$ cat config.mk
export PLATFORM = sky130hd
export DESIGN_NAME = fsk_tx_sched
export DESIGN_NICKNAME = d
export VERILOG_FILES = /design/src/rtl/fsk_tx_sched.sv
export SDC_FILE = /design/constraint.sdc
export NUM_CORES = 1
export LEC_CHECK = 0
export CAP_MARGIN = 20
export CORE_AREA = 2 2 73 89
export CTS_BUF_LIST = sky130_fd_sc_hd__clkbuf_8
export CTS_CLUSTER_DIAMETER = 30
export DETAILED_ROUTE_END_ITERATION = 16
export DIE_AREA = 0 0 75 91
export GPL_TIMING_DRIVEN = 0
export PLACE_DENSITY = 0.69
export REMOVE_ABC_BUFFERS = 1
export SLEW_MARGIN = 20
export SYNTH_ARGS = -nofsm -noshare
export SYNTH_HDL_FRONTEND = slang
export SYNTH_SLANG_ARGS = --single-unit
$ cat constraint.sdc
create_clock -name clk -period 1.92 [get_ports clk]
set_clock_uncertainty 0.2 [all_clocks]
set_input_delay 0.48 -clock clk [delete_from_list [all_inputs] [get_ports clk]]
set_output_delay 0.48 -clock clk [all_outputs]
set_load 0.005 [all_outputs]
$ cat src/rtl/fsk_tx_sched.sv
// Transmit word scheduler: round-robin shares one FSK modulator between two
// requesters and holds each word (or IDLE_WORD filler) for one word period.
module fsk_tx_sched #(
  parameter int               WIDTH      = 16,
  parameter int               BIT_CYCLES = 16,
  parameter logic [WIDTH-1:0] IDLE_WORD  = '0
) (
  input  logic             clk,
  input  logic             rst,
  input  logic             enable,
  input  logic             req0_valid,
  input  logic [WIDTH-1:0] req0_data,
  output logic             req0_ready,
  input  logic             req1_valid,
  input  logic [WIDTH-1:0] req1_data,
  output logic             req1_ready,
  output logic [WIDTH-1:0] mod_data,
  output logic             mod_start,
  output logic             mod_idle,
  output logic             grant_id,
  output logic             busy,
  output logic [15:0]      word_count
);

  localparam int WORD_CYCLES = WIDTH * BIT_CYCLES;
  localparam int CW = (WORD_CYCLES > 1) ? $clog2(WORD_CYCLES) : 1;
  localparam logic [CW-1:0] LAST = CW'(WORD_CYCLES - 1);

  typedef enum logic {
    IDLE = 1'b0,
    SEND = 1'b1
  } state_t;

  state_t          state;
  logic [CW-1:0]   cnt;
  logic            last_grant;
  logic            boundary;
  logic            win_any;
  logic            win_id;

  // Handshake: a requester holds valid and data stable until it sees ready.
  // Ready is a single-cycle acceptance, only ever raised in a slot boundary
  // cycle, so the word is consumed on the same edge that loads mod_data.
  always_comb begin
    boundary = enable && ((state == IDLE) || (cnt == LAST));
    win_any  = req0_valid || req1_valid;
    win_id   = (req0_valid && req1_valid) ? ~last_grant : req1_valid;
  end

  assign req0_ready = boundary && !rst && win_any && !win_id;
  assign req1_ready = boundary && !rst && win_any && win_id;
  assign busy       = (state == SEND);

  always_ff @(posedge clk) begin
    if (rst) begin
      state      <= IDLE;
      cnt        <= '0;
      mod_data   <= IDLE_WORD;
      mod_start  <= 1'b0;
      mod_idle   <= 1'b1;
      grant_id   <= 1'b0;
      last_grant <= 1'b1;
      word_count <= 16'd0;
    end else begin
      mod_start <= 1'b0;
      if (boundary) begin
        mod_start <= 1'b1;
        cnt       <= '0;
        state     <= SEND;
        if (win_any) begin
          mod_data   <= win_id ? req1_data : req0_data;
          grant_id   <= win_id;
          last_grant <= win_id;
          mod_idle   <= 1'b0;
          word_count <= word_count + 16'd1;
        end else begin
          mod_data <= IDLE_WORD;
          mod_idle <= 1'b1;
        end
      end else if (state == SEND) begin
        // Disabled at the last cycle of a word: park without a new slot.
        if (cnt == LAST) begin
          state    <= IDLE;
          mod_data <= IDLE_WORD;
          mod_idle <= 1'b1;
          cnt      <= '0;
        end else begin
          cnt <= cnt + 1'b1;
        end
      end else begin
        cnt <= '0;
      end
    end
  end

endmodule

==> metrics.csv <==
stage;metric;value;unit
sta;layout_min_cycle_time;2290;ps
clocking;cts_hold_buf;0;
floorplan;core-area;0.00593;mm2
detailed_routing;viasPerCell;5.11;
layout;finalNonFillerCells;420;
floorplan;core.rowCount;31;
clocking;cts.sinks;45;
floorplan;fp.dieW;75;um
sta;rsz0062_at_grt;true;
synth;ys_types;41;
setup_path;critPathLaunchType;input port;
placed_design;dpl.hpwl;3570;um
layout;drive_gt1_frac;0.222;
sta;timing.hold.ws;289;ps
clocking;clkTransAtPathRegs;80;ps
floorplan;ioPinCount;75;
worst_hold_path;worstHoldPathType;reg2reg;
floorplan;dieHeight;91;um
run_status;outcome;finished with violations;
detailed_routing;routed_wirelength;5970;um
sta;period_share;1.19;
synth;synth_top_area_frac;0.421;
run;max-cap-violations;0;
sta;fmax;0.436;GHz
grt;grt_start_max_net_pins;42;
floorplan;start_util;0.361;
synth;synth_edf_count;0;
power;cellPowerDensity;565;mW/mm2
synth;synth_cells;243;
layout;antenna_cells;0;
setup_path;ff2ff_setup_slack;-310;ps
placed_design;io_buffers;74;
detailed_routing;drt-initial-drc-count;95;
layout;fin_nets;376;
setup_path;r2r_cells;9;
detailed_routing;antenna_left;0;
synth;synth_area_leaders;dfxtp_1 (42%), mux2i_1 (7.5%), o32a_1 (7.5%);
grt;overflow;0;
placed_design;dpl.cell_count;384;
setup_path;critical_path.max_fanout;6;
synth;ys_seq_area_frac;0.421;
sta;finalSetupViolCount;23;
worst_hold_path;min_path_cells;2;
sta;relSlewSlack;0.455;
run_status;failed_checks;negative setup slack;
clocking;cts-root-buf;clkbuf_8;
grt;antenna_found_initial;0;
sta;drv_slew;0;
grt;first_global_vias;2034;
synth;synth_flop_cell;dfxtp_1;
setup_path;worstPathRequired;1240;ps
power;power.leakage;1.28;nW
setup_path;crit_arrival;1610;ps
synth;yosysWarnings;0;
synth;synthTopCellsByCount;dfxtp_1 (45), nor2_1 (32), inv_1 (21);
synth;ys_ff_latch;45;
sta;worstMarginPinSlew;818;ps
power;ir_drop;0.350;mV
clocking;cts_max_level;2;
synth;synth.most_common_cell;dfxtp_1;
grt;grt_usage;0.165;
layout;nFillCells;530;
floorplan;dieArea;0.00683;mm2
synth;yosysTopAreaCell;dfxtp_1;
setup_path;crit_type;in2out;
clocking;cts-buffers-inserted;5;
grt;grt_pass1_wl;8980;um
synth;async_flop_share;0;
detailed_routing;avgRoutedWirePerCell;14.2;um
detailed_routing;dr.pass1.iters;4;
layout;finish.instance_area;0.00341;mm2
detailed_routing;drc_errors;0;
clocking;clockBufferDepth;2;
detailed_routing;via_count;2148;
synth;synth.avg_cell_area;8.80;um2
placed_design;placed_area;0.00295;mm2
clocking;insertion_delay;290;ps
sta;finalHoldViolCount;0;
placed_design;gp_routability_congestion;0.776;
setup_path;end_kind;primary output;
layout;area_growth_syn_to_layout;59.6;%
sta;worst_slack;-374;ps
synth;netlist_area;0.00214;mm2
clocking;cts_tree;done;
[cell type report]
| type | count | area [um2] | area share |
|---|---|---|---|
| Multi-Input combinational cell | 161 | 1200 | 0.352 |
| Timing Repair Buffer | 103 | 1030 | 0.301 |
| Sequential cell | 45 | 921 | 0.270 |
| Tap cell | 82 | 103 | 0.0300 |
| Inverter | 21 | 78.8 | 0.0231 |
| Clock buffer | 5 | 68.8 | 0.0202 |
| Clock inverter | 3 | 13.8 | 0.00403 |
[layout by cell type, fill, tap and decap left out, types with 6 or more instances in the layout]
cell | Yosys | layout
nand3_1 | 7 | 7
mux2i_1 | 16 | 16
inv_1 | 21 | 22
or3_1 | 8 | 8
buf_4 | 1 | 17
dfxtp_1 | 45 | 31
nor2_1 | 32 | 30
a21oi_1 | 16 | 15
o21ai_0 | 10 | 6
clkdlybuf4s50_1 | 0 | 67
buf_6 | 2 | 6
o32a_1 | 16 | 16
dfxtp_2 | 0 | 13
[state kept, by name, summed over array words and instances, names as in the netlist]
name,count
cnt,8
word_count,16
busy,1
mod_idle,1
mod_start,1
grant_id,1
last_grant,1
mod_data,16
[cell families (layout without fill, tap and decap cells)]
family / Yosys count / count (layout) / synth area share
simple gates: 77 / 77 / 0.186
compound gates: 57 / 58 / 0.194
flops: 45 / 45 / 0.421
buf+inv: 38 / 132 / 0.0778
mux: 18 / 18 / 0.0854
xor+xnor: 6 / 6 / 0.0246
fa+ha+maj: 2 / 2 / 0.0117
[final timing paths]
check	startpoint	endpoint
setup / recovery	enable	req0_ready
hold reg to reg	grant_id$_SDFFE_PP0P_	grant_id$_SDFFE_PP0P_
hold / removal	grant_id$_SDFFE_PP0P_	grant_id$_SDFFE_PP0P_
setup reg to reg	cnt[0]$_SDFF_PP0_	word_count[12]$_SDFFE_PP0P_
[what timing repair did]
action / CTS / global route
cloned: 2 / 0
endpoints found under the hold margin: 0 / 0
pin swaps: 10 / 26
endpoints found under the setup margin: 47 / 44
buffers inserted: 13 / 15
gates resized for setup: 42 / 32
[where the power goes]
| part | total (W) | leakage (nW) | switching, W | internal [W] |
|---|---|---|---|---|
| Clock | 0.000551 | 0.0491 | 0.000304 | 0.000247 |
| Combinational | 0.000395 | 0.862 | 0.000158 | 0.000237 |
| Sequential | 0.000982 | 0.373 | 0.0000191 | 0.000963 |
| Total | 0.00193 | 1.28 | 0.000481 | 0.00145 |
[stage by stage]
stage | power (W) | TNS [ps] | util | worst slack, ps
after CTS | 0.00192 | -2430 | 0.546 | -368
final | 0.00193 | -3780 | 0.575 | -374
after detailed placement | 0.00132 | -24900 | 0.498 | -1330
after global routing | 0.00202 | -5630 | 0.575 | -441
after global placement | 0.00130 | -65140 | 0.488 | -2270
after floorplan | 0.00113 | -17040 | - | -755
[routing by layer]
metal  GRT usage  wire length (um)
met2       0.285              3040
met5           0                 0
met3      0.0355               313
met4      0.0580                66
met1       0.196              2560
[worst max-delay path, cell delays in order]
cell             delay, ps
clkdlybuf4s15_1        240
and4_4                 250
a21oi_4                260
clkbuf_16              190
nor4_4                  30
buf_2                  160
Power figures use the tool's default switching activity.
